==> config.mk <==
export PLATFORM = sky130hd
export DESIGN_NAME = keypad_event_ctrl_flat
export DESIGN_NICKNAME = d
export VERILOG_FILES = /design/src/rtl/keypad_event_ctrl_pkg.sv /design/src/rtl/keypad_event_ctrl_if.sv /design/src/rtl/keypad_event_ctrl_fifo.sv /design/src/rtl/keypad_event_ctrl.sv /design/src/flat_wrapper.sv
export SDC_FILE = /design/constraint.sdc
export NUM_CORES = 1
export LEC_CHECK = 0
export ABC_AREA = 1
export CELL_PAD_IN_SITES_DETAIL_PLACEMENT = 0
export CELL_PAD_IN_SITES_GLOBAL_PLACEMENT = 2
export CORE_MARGIN = 3
export CORE_UTILIZATION = 36
export DETAILED_ROUTE_END_ITERATION = 10
export HOLD_SLACK_MARGIN = 0.06
export PLACE_DENSITY = 0.81
export SYNTH_ARGS = -nofsm -noshare
export SYNTH_HDL_FRONTEND = slang
export SYNTH_HIERARCHICAL = 1
export SYNTH_SLANG_ARGS = --single-unit
==> constraint.sdc <==
create_clock -name mclk -period 3.3 [get_ports mclk]
set_clock_uncertainty 0.05 [all_clocks]
set_input_delay 0.66 -clock mclk [delete_from_list [all_inputs] [get_ports mclk]]
set_output_delay 0.66 -clock mclk [all_outputs]
set_load 0.1 [all_outputs]
==> src/rtl/keypad_event_ctrl_pkg.sv <==
// Shared types for the keypad event sequencer: event record, FSM states, helpers.
package keypad_pkg;

    // Queued key event: repeat flag plus 0-based key index.
    typedef struct packed {
        logic       rpt;
        logic [3:0] code;
    } evt_t;

    typedef enum logic [1:0] {
        StIdle,
        StHeld,
        StRepeat
    } kst_t;

    localparam logic [4:0] KEY_NONE = 5'd0;

    // Build an event from a 1-based scanned key code.
    function automatic evt_t mk_evt(input logic rpt, input logic [4:0] key);
        evt_t e;
        e.rpt  = rpt;
        e.code = 4'(key - 5'd1);
        return e;
    endfunction

endpackage

==> src/rtl/keypad_event_ctrl_if.sv <==
// Valid/ready event stream from the keypad sequencer to the timer core.
interface keypad_event_ctrl_if;

    logic       evt_valid;
    logic       evt_ready;
    logic [3:0] evt_code;
    logic       evt_rpt;

    modport master (
        output evt_valid,
        output evt_code,
        output evt_rpt,
        input  evt_ready
    );

    modport slave (
        input  evt_valid,
        input  evt_code,
        input  evt_rpt,
        output evt_ready
    );

endinterface

==> src/rtl/keypad_event_ctrl_fifo.sv <==
// Show-ahead event FIFO; a push that finds no room is dropped and flagged.
module keypad_evt_fifo
    import keypad_pkg::*;
#(
    parameter int unsigned DEPTH      = 4,
    parameter type         evt_type_t = evt_t
) (
    input  logic      mclk,
    input  logic      rst_n,
    input  logic      i_push,
    input  evt_type_t i_push_data,
    input  logic      i_pop,
    output evt_type_t o_head,
    output logic      o_full,
    output logic      o_empty,
    output logic      o_drop
);

    localparam int unsigned AW = $clog2(DEPTH);

    // Pointers carry one extra wrap bit to tell full from empty.
    logic [AW:0]   r_wr_ptr;
    logic [AW:0]   r_rd_ptr;
    evt_type_t     r_mem [DEPTH];

    logic          w_pop;
    logic          w_wr;

    // Status, accept and drop decisions.
    always_comb begin
        o_empty = (r_wr_ptr == r_rd_ptr);
        o_full  = (r_wr_ptr[AW] != r_rd_ptr[AW]) &&
                  (r_wr_ptr[AW-1:0] == r_rd_ptr[AW-1:0]);
        w_pop   = i_pop && !o_empty;
        // A pop in the same cycle frees the slot the push needs.
        w_wr    = i_push && (!o_full || w_pop);
        o_drop  = i_push && o_full && !w_pop;
        o_head  = o_empty ? '0 : r_mem[r_rd_ptr[AW-1:0]];
    end

    // Pointer update.
    always_ff @(posedge mclk or negedge rst_n) begin
        if (!rst_n) begin
            r_wr_ptr <= '0;
            r_rd_ptr <= '0;
        end else begin
            if (w_wr) begin
                r_wr_ptr <= r_wr_ptr + 1'b1;
            end
            if (w_pop) begin
                r_rd_ptr <= r_rd_ptr + 1'b1;
            end
        end
    end

    // Storage write; contents are don't-care while empty since the head is masked.
    always_ff @(posedge mclk) begin
        if (w_wr) begin
            r_mem[r_wr_ptr[AW-1:0]] <= i_push_data;
        end
    end

endmodule

==> src/rtl/keypad_event_ctrl.sv <==
// Keypad event sequencer: debounces the scanned key code, emits press and
// auto-repeat events and queues them for the timer core.
module keypad_event_ctrl
    import keypad_pkg::*;
#(
    parameter int unsigned DEBOUNCE_CYC = 2048,
    parameter int unsigned REPEAT_DELAY = 4_000_000,
    parameter int unsigned REPEAT_RATE  = 1_000_000,
    parameter int unsigned DEPTH        = 4
) (
    input  logic                   mclk,
    input  logic                   rst_n,
    input  logic [4:0]             i_key_code,
    input  logic                   i_rpt_en,
    input  logic                   i_ovf_clr,
    output logic                   o_key_held,
    output logic                   o_ovf,
    keypad_event_ctrl_if.master    evt_if
);

    localparam int unsigned StabW     = $clog2(DEBOUNCE_CYC + 1);
    localparam logic [StabW-1:0] StabMax = StabW'(DEBOUNCE_CYC);
    localparam logic [23:0] DelayLast = 24'(REPEAT_DELAY - 1);
    localparam logic [23:0] RateLast  = 24'(REPEAT_RATE - 1);

    logic [4:0]       r_cand;
    logic [StabW-1:0] r_stab_cnt;
    logic             w_stable;

    kst_t             r_state;
    kst_t             w_state_nxt;
    logic [4:0]       r_hold;
    logic [4:0]       w_hold_nxt;
    logic [23:0]      r_rpt_cnt;
    logic [23:0]      w_rpt_cnt_nxt;
    logic [23:0]      w_rpt_last;

    logic             w_push;
    evt_t             w_push_evt;
    evt_t             w_head;
    logic             w_fifo_full;
    logic             w_fifo_empty;
    logic             w_fifo_drop;
    logic             w_pop;
    logic             r_ovf;

    // Stability filter: count consecutive identical samples, saturating.
    always_ff @(posedge mclk or negedge rst_n) begin
        if (!rst_n) begin
            r_cand     <= KEY_NONE;
            r_stab_cnt <= '0;
        end else if (i_key_code != r_cand) begin
            r_cand     <= i_key_code;
            r_stab_cnt <= '0;
        end else if (r_stab_cnt != StabMax) begin
            r_stab_cnt <= r_stab_cnt + 1'b1;
        end
    end

    assign w_stable = (r_stab_cnt == StabMax);

    // FSM state, held key and repeat timer.
    always_ff @(posedge mclk or negedge rst_n) begin
        if (!rst_n) begin
            r_state   <= StIdle;
            r_hold    <= KEY_NONE;
            r_rpt_cnt <= '0;
        end else begin
            r_state   <= w_state_nxt;
            r_hold    <= w_hold_nxt;
            r_rpt_cnt <= w_rpt_cnt_nxt;
        end
    end

    // Next-state and event generation.
    always_comb begin
        w_state_nxt   = r_state;
        w_hold_nxt    = r_hold;
        w_rpt_cnt_nxt = r_rpt_cnt;
        w_push        = 1'b0;
        w_push_evt    = '0;
        w_rpt_last    = (r_state == StRepeat) ? RateLast : DelayLast;
        case (r_state)
            StIdle: begin
                if (w_stable && (r_cand != KEY_NONE)) begin
                    w_push        = 1'b1;
                    w_push_evt    = mk_evt(1'b0, r_cand);
                    w_hold_nxt    = r_cand;
                    w_rpt_cnt_nxt = '0;
                    w_state_nxt   = StHeld;
                end
            end
            StHeld, StRepeat: begin
                // Release / rolling change takes priority over the repeat timer.
                if (w_stable && (r_cand != r_hold)) begin
                    if (r_cand == KEY_NONE) begin
                        w_state_nxt = StIdle;
                    end else begin
                        w_push        = 1'b1;
                        w_push_evt    = mk_evt(1'b0, r_cand);
                        w_hold_nxt    = r_cand;
                        w_rpt_cnt_nxt = '0;
                        w_state_nxt   = StHeld;
                    end
                end else if (i_rpt_en) begin
                    if (r_rpt_cnt == w_rpt_last) begin
                        w_push        = 1'b1;
                        w_push_evt    = mk_evt(1'b1, r_hold);
                        w_rpt_cnt_nxt = '0;
                        w_state_nxt   = StRepeat;
                    end else begin
                        w_rpt_cnt_nxt = r_rpt_cnt + 24'd1;
                    end
                end
            end
            default: begin
                w_state_nxt = StIdle;
            end
        endcase
    end

    assign w_pop = !w_fifo_empty && evt_if.evt_ready;

    keypad_evt_fifo #(
        .DEPTH      (DEPTH),
        .evt_type_t (evt_t)
    ) u_fifo (
        .mclk        (mclk),
        .rst_n       (rst_n),
        .i_push      (w_push),
        .i_push_data (w_push_evt),
        .i_pop       (w_pop),
        .o_head      (w_head),
        .o_full      (w_fifo_full),
        .o_empty     (w_fifo_empty),
        .o_drop      (w_fifo_drop)
    );

    // Sticky overflow flag; a drop in the same cycle as a clear wins.
    always_ff @(posedge mclk or negedge rst_n) begin
        if (!rst_n) begin
            r_ovf <= 1'b0;
        end else if (w_fifo_drop && w_fifo_full) begin
            r_ovf <= 1'b1;
        end else if (i_ovf_clr) begin
            r_ovf <= 1'b0;
        end
    end

    // Output drive.
    always_comb begin
        evt_if.evt_valid = !w_fifo_empty;
        evt_if.evt_code  = w_head.code;
        evt_if.evt_rpt   = w_head.rpt;
        o_key_held       = (r_state != StIdle);
        o_ovf            = r_ovf;
    end

endmodule

==> src/flat_wrapper.sv <==
// flat-port wrapper written by rule: the top's interface ports become plain ports
module keypad_event_ctrl_flat import keypad_pkg::*;
#(
    parameter int unsigned DEBOUNCE_CYC = 2048,
    parameter int unsigned REPEAT_DELAY = 4_000_000,
    parameter int unsigned REPEAT_RATE  = 1_000_000,
    parameter int unsigned DEPTH        = 4
)
  (mclk, rst_n, i_key_code, i_rpt_en, i_ovf_clr, o_key_held, o_ovf, evt_if_evt_valid, evt_if_evt_code, evt_if_evt_rpt, evt_if_evt_ready);
  keypad_event_ctrl_if evt_if_i ();
  input  logic mclk;
  input  logic rst_n;
  input  logic [4:0] i_key_code;
  input  logic i_rpt_en;
  input  logic i_ovf_clr;
  output logic o_key_held;
  output logic o_ovf;
  output wire logic [$bits(evt_if_i.evt_valid)-1:0] evt_if_evt_valid;
  output wire logic [$bits(evt_if_i.evt_code)-1:0] evt_if_evt_code;
  output wire logic [$bits(evt_if_i.evt_rpt)-1:0] evt_if_evt_rpt;
  input wire logic [$bits(evt_if_i.evt_ready)-1:0] evt_if_evt_ready;
  assign evt_if_evt_valid = evt_if_i.evt_valid;
  assign evt_if_evt_code = evt_if_i.evt_code;
  assign evt_if_evt_rpt = evt_if_i.evt_rpt;
  assign evt_if_i.evt_ready = evt_if_evt_ready;
  keypad_event_ctrl #(.DEBOUNCE_CYC(DEBOUNCE_CYC), .REPEAT_DELAY(REPEAT_DELAY), .REPEAT_RATE(REPEAT_RATE), .DEPTH(DEPTH)) u_core (.mclk(mclk), .rst_n(rst_n), .i_key_code(i_key_code), .i_rpt_en(i_rpt_en), .i_ovf_clr(i_ovf_clr), .o_key_held(o_key_held), .o_ovf(o_ovf), .evt_if(evt_if_i));
endmodule
# --- After elaboration in Yosys (flattened, before gate mapping) ---
# Memory sizes are Yosys's and may differ from the RTL's.
# Cells that the tools add are included.
totals:
  mem_bits_rw: 20
  input_bits: 10
  wordCells: 91
  output_inout_bits: 8
  mem_count: 1
  ff_bits: 55
classes:
  muxes: 36
  addsub: 6
  reduce_logical: 24
  eq_ne: 16
mem_list:
  columns: ["name", "depth", "word_bits", "rd", "rd_clocked_by_memory_dff", "wr", "line", "text"]
  rows:
  - ["u_core.u_fifo.r_mem", 4, 5, 1, 0, 1, "keypad_event_ctrl_fifo.sv:24", "evt_type_t r_mem [DEPTH];"]
op_table:
  columns: ["cell", "count"]
  rows:
  - ["$mux W24", 5]
  - ["$pmux W24 S2", 1]
  - ["$mux W5", 7]
  - ["$add A24 B1 Y24 const B", 1]
  - ["$eq A24 B24 Y1", 1]
  - ["$mux W12", 2]
  - ["$mux W22", 1]
  - ["$pmux W5 S2", 2]
  - ["$add A12 B1 Y12 const B", 1]
  - ["$eq A12 B12 Y1 const B", 1]
  - ["$ne A12 B12 Y1 const B", 1]
  - ["$mux W1", 10]
  - ["$ne A5 B5 Y1", 2]
  - ["$logic_and A1 B1 Y1", 9]
  - ["$mux W2", 4]
  - ["$mux W4", 2]
  - ["$reduce_and A4 Y1", 2]
  - ["$reduce_bool A2 Y1", 4]
  - ["$sub A4 B1 Y4 const B", 2]
  - ["$add A3 B1 Y3 const B", 2]
  - ["$logic_not A5 Y1", 1]
  - ["$reduce_bool A5 Y1", 1]
  - ["$ne A2 B1 Y1 const B", 2]
  - ["$pmux W2 S2", 1]
  - ["other kinds (15)", 17]

# --- Logic depth before layout (Yosys ltp) ---
# Gate-level depths: netlist of the first run.
depth:
  depth_word: 11
  ltp_mapped: 15
  ltp_nobuf: 15

# --- Hierarchy ---
# The synthesis of the first run kept the hierarchy.
by_module_without_submodules:
  columns: ["module", "n_inst", "cells_per_inst", "area_per_inst_um2", "seq_area_each_um2"]
  rows:
  - ["keypad_event_ctrl", 1, 535, 3558.4, 1226.2]
  - ["keypad_evt_fifo", 1, 125, 1243.7, 750.7]

# --- Worst setup path before layout of the first run ---
# Ideal clock, no wire load.
synth_timing:
  path_type: "register to register"
  start: "register u_core.r_state[0]"
  end: "memory u_core/u_fifo/r_mem[0][0] in the netlist's numbering, enable pin"
  required_time_ns: 2.911
  path_buffers: 0
  path_slack_ns: 0.910
  setup_time_ns: 0.339
  synth_period_minus_slack_ns: 2.390
  arrival_ns: 2.001
  stages_incl_launch_ff: 11
  cell_sequence: "dfrtp_1 > inv_1 > ha_1 > inv_1 > nand2_1 > inv_1 > nor2_1 > nand2_1 > nand2_1 > nand2_2 > nor2_1"
synth_via:
  elab_chain_cells: 10
  elab_cells_between_ends: 13
  cone_classes: "3 x eq/ne; 7 x mux; 3 x reduce/logical"
synth_lines:
  columns: ["element", "line", "text"]
  rows:
  - ["from (decl)", "keypad_event_ctrl.sv:30", "kst_t r_state;"]
  - ["from (signal assigned)", "keypad_event_ctrl.sv:65", "r_state <= StIdle;"]
  - ["from (signal assigned)", "keypad_event_ctrl.sv:69", "r_state <= w_state_nxt;"]
  - ["$eq A2 B2 Y1", "keypad_event_ctrl.sv:82, keypad_event_ctrl.sv:83", null]
  - ["$mux W22", "keypad_event_ctrl.sv:82", "w_rpt_last = (r_state == StRepeat) ? RateLast : DelayLast;"]
  - ["$eq A24 B24 Y1", "keypad_event_ctrl.sv:106", "if (r_rpt_cnt == w_rpt_last) begin"]
  - ["$mux W1", "keypad_event_ctrl.sv:106", null]
  - ["$mux W1", "keypad_event_ctrl.sv:105", "end else if (i_rpt_en) begin"]
  - ["$mux W1", "keypad_event_ctrl.sv:95", "if (w_stable && (r_cand != r_hold)) begin"]
  - ["$pmux W1 S2 *", "keypad_event_ctrl.sv:83", "case (r_state)"]
  - ["named net u_core.w_push", "keypad_event_ctrl.sv:38", "logic w_push;"]
  - ["$logic_and A1 B1 Y1 *", "keypad_event_ctrl_fifo.sv:36", "w_wr = i_push && (!o_full || w_pop);"]
  - ["$mux W1 *", "keypad_event_ctrl_fifo.sv:58", "if (w_wr) begin"]
  - ["$mux W1 (not written as such) *", "keypad_event_ctrl_fifo.sv:59", "r_mem[r_wr_ptr[AW-1:0]] <= i_push_data;"]
  - ["to (decl)", "keypad_event_ctrl_fifo.sv:24", null]
# Mark *: on every way through the listed nets, which the timed path passes. The rest lies on a longest branch.

# --- Worst setup path after layout of the first run ---
layout_timing:
  start: "register u_core.r_rpt_cnt[0]"
  end: "memory u_core/u_fifo/r_mem[2][2] in the netlist's numbering, enable pin"
layout_via:
  elab_chain_cells: 8
layout_lines:
  columns: ["element", "line", "text"]
  rows:
  - ["from (decl)", "keypad_event_ctrl.sv:34", "logic [23:0] r_rpt_cnt;"]
  - ["from (signal assigned)", "keypad_event_ctrl.sv:71", "r_rpt_cnt <= w_rpt_cnt_nxt;"]
  - ["$eq A24 B24 Y1", "keypad_event_ctrl.sv:106", null]
  - ["$mux W1", "keypad_event_ctrl.sv:106", null]
  - ["$mux W1", "keypad_event_ctrl.sv:105", null]
  - ["$mux W1", "keypad_event_ctrl.sv:95", null]
  - ["$pmux W1 S2", "keypad_event_ctrl.sv:83", null]
  - ["named net u_core.w_push", "keypad_event_ctrl.sv:38", null]
  - ["$logic_and A1 B1 Y1", "keypad_event_ctrl_fifo.sv:36", null]
  - ["$mux W1", "keypad_event_ctrl_fifo.sv:58", null]
  - ["$mux W1 (not written as such)", "keypad_event_ctrl_fifo.sv:59", null]
# The timed path passes the listed nets, and every way through them passes these cells.

==> results.yml, run 1 <==
hold_path:
  worstHoldPathType: "input port to async pin"
critical_path:
  crit_path_end_kind: "flop"
  reg2reg_from: "u_core/r_rpt_cnt[0]"
  worstSetupStartpoint: "u_core/r_rpt_cnt[0]"
  critPathKind: "flop to flop"
  required_ps: 3250
  path_cells: "ha_1 > nand3_1 > nor2_4 > nand3_1 > nor2_1 > nand2_1 > nor2_2 > nand2_2 > nand2_1 > nand2_2 > nor2_1"
  startpoint_type: "flop"
  critPathArrivalTime_ps: 2780
  cp_max_fo: 7
  critPathBufInv: 0
  crit_family: "simple AND/OR/NAND/NOR gates"
  slowest_delay_ps: 430
  slowest_stage: "dfrtp_1"
global_routing:
  overflow: 0
  grt_pass1_vias: 3933
  grt_max_degree: 23
  antenna_found_initial: 0
  grt_use_total_pct: 17.49
  grt_pass1_wl_um: 20290
clock_network:
  root_buffer: "clkbuf_16"
  clk_path_buf_depth: 2
  cts_tree: "done"
  holdBufCountCts: 0
  numCtsBuffers: 9
  cts_setup_buffers: 0
  cts.sink_count: 75
  clkTransAtPathRegs_ps: 60
  postCtsResizedCells: 0
  htreeDepth: 3
  insertion_delay_ps: 350
yosys:
  synth_cell_type_count: 37
  synth-edff-count: 20
  synth_fa_ha_area_share_pct: 3.648
  syn_area_per_cell_um2: 7.276
  yosys.area.top_type: "dfrtp_1"
  yosysMostFrequentCell: "nand2_1"
  ys_ff_latch: 75
  synth-simple-area-share_pct: 35.04
  async_flop_share_pct: 73.33
  synth_top_area_share_pct: 28.66
  synth_xor_area_share_pct: 5.263
  synth-compound-area-share_pct: 5.628
  ys_top_cells_by_area: "dfrtp_1 29%, nand2_1 14%, edfxtp_1 13%, nor2_1 7.2%, inv_1 6.5%"
  synthMuxAreaShare_pct: 0
  synth_ff_type: "dfrtp_1"
  synth_top_family_by_area: "simple AND/OR/NAND/NOR gates"
  synthesis.area_um2: 4802
  syn_nets: 684
  syn-instance-count: 660
  synthTopCellsByCount: "181 x nand2_1, 92 x nor2_1, 83 x inv_1, 55 x dfrtp_1, 40 x nand3_1"
  yosys_warnings: 6
  yosysSeqAreaShare_pct: 41.17
run_status:
  outcome: "completed"
sta:
  setup_tns_ps: 0
  worst_slew_pin_slew_ps: 645.7
  rsz0062_at_grt: "false"
  min_period_ps: 2831
  max_freq_mhz: 353.3
  max_slew_margin_pct: 56.56
  slew_violations: 0
  hold_violations: 0
  worst_hold_slack_ps: 239.7
  setup_viol: 0
  fin_crit_sh_pct: 85.78
place:
  dp_cells: 833
  io_buffers: 17
  gp_congestion: 0.8390
  dp_hpwl_um: 8869
floorplan:
  dieArea_um2: 14760
  num_rows: 41
  io_pins: 18
  start_util_pct: 37.44
  fp.dieW_um: 121.5
  dieHeight_um: 121.5
  core_area_um2: 12820
routing:
  routed_wirelength_um: 11680
  dr_wl_met2_um: 5291
  drt_pass1_iterations: 5
  ant_nets: 0
  wl_met3_um: 384
  drt-initial-drc-count: 253
  top_layer: "met4"
  wl_per_cell_um: 13.76
  vias: 4096
  drc: 0
  viasPerCell: 4.824
  wl_met1_um: 5828
pwr:
  vdd_drop_max_v: 0.0002495
  leakagePower_uw: 0.002532
  p_per_area_nw_per_um2: 574.2
cells_and_area:
  drive_gt1_share_pct: 8.567
  nets: 696
  diodes: 0
  layout.cells.non_filler: 849
  area_growth_pct: 12.40
job:
  maxCapViolCount: 0
-- flip-flops by register name, summed over array words and instances (netlist names) --
name,flops
u_core/r_stab_cnt,12
u_core/r_hold,5
u_core/u_fifo/r_wr_ptr,3
u_core/o_ovf,1
u_core/r_state,2
u_core/r_cand,5
u_core/u_fifo/r_rd_ptr,3
u_core/r_rpt_cnt,24
u_core/u_fifo/r_mem,20
-- power breakdown --
| group | switching [uW] | total [uW] | internal [uW] |
|---|---|---|---|
| Sequential | 66.8 | 1080 | 1010 |
| Combinational | 756 | 1050 | 293 |
| Clock | 438 | 969 | 531 |
-- final timing paths --
check / end / slack, ps / cells after the start
max in group asynchronous: u_core/r_stab_cnt[10] / 2300 / 2
hold reg to reg: u_core/r_state[0] / 460 / 2
setup / recovery: u_core/u_fifo/r_mem[2][2] / 470 / 11
setup reg to reg: u_core/u_fifo/r_mem[2][2] / 470 / 11
min in group mclk: u_core/r_state[0] / 460 / 2
hold / removal: u_core/u_fifo/r_rd_ptr[0] / 240 / 1
-- per-layer routing --
| metal | track usage, % | vias up |
|---|---|---|
| li1 | - | 2117 |
| met1 | 25.27 | 1898 |
| met2 | 26.39 | 70 |
| met3 | 2.984 | 11 |
| met4 | 6.162 | 0 |
| met5 | 0 | - |
-- cell usage in the layout, fill, tap and decap left out, types with 18 or more instances in the layout --
cell	synthesis	final
dfrtp_1	55	55
o21ai_1	18	18
nand2_1	181	181
nand4_1	27	27
edfxtp_1	20	20
inv_1	83	83
nor2_1	92	92
nand3_1	40	40
o21ai_0	24	24
xor2_1	23	23
-- through the flow --
stage / total power, uW / setup slack (ps) / utilization [%] / cell area (um^2)
after floorplan: 1908 / 909.6 / - / 4802
after global placement: 2165 / 656.0 / 39.77 / 5100
after detailed placement: 2163 / 499.8 / 39.77 / 5100
after CTS: 3150 / 473.0 / 42.09 / 5398
after global routing: 3345 / 172.2 / 42.09 / 5398
final: 3099 / 469.3 / 42.09 / 5398
-- cell type report --
class / count / area, um^2
clock buffer: 9 / 225.2
clock inverter: 7 / 72.57
fill: 1351 / 7427
inverter: 87 / 329.1
multi-input combinational: 475 / 2381
sequential: 75 / 1977
tap: 172 / 215.2
timing repair buffer: 24 / 197.7
-- logic make-up (layout without fill, tap and decap cells) --
logic type,Yosys count,after routing
AO/OA/AOI/OAI,52,52
XOR/XNOR,28,28
adder cells (fa/ha/maj),14,14
buffers and inverters,110,127
flip-flops,75,75
AND/OR/NAND/NOR,381,381
No activity file was read; power rests on OpenSTA's default activity.
==> run 2, diff against run 1 <==
--- a/config.mk
+++ b/config.mk
@@ -11,6 +11,7 @@
 export CORE_MARGIN = 3
 export CORE_UTILIZATION = 36
 export DETAILED_ROUTE_END_ITERATION = 10
+export GPL_TIMING_DRIVEN = 1
 export HOLD_SLACK_MARGIN = 0.06
 export PLACE_DENSITY = 0.81
 export SYNTH_ARGS = -nofsm -noshare
==> results of run 2 <==
Same layout as run 1: the final DEF is identical, and so are final timing and power.
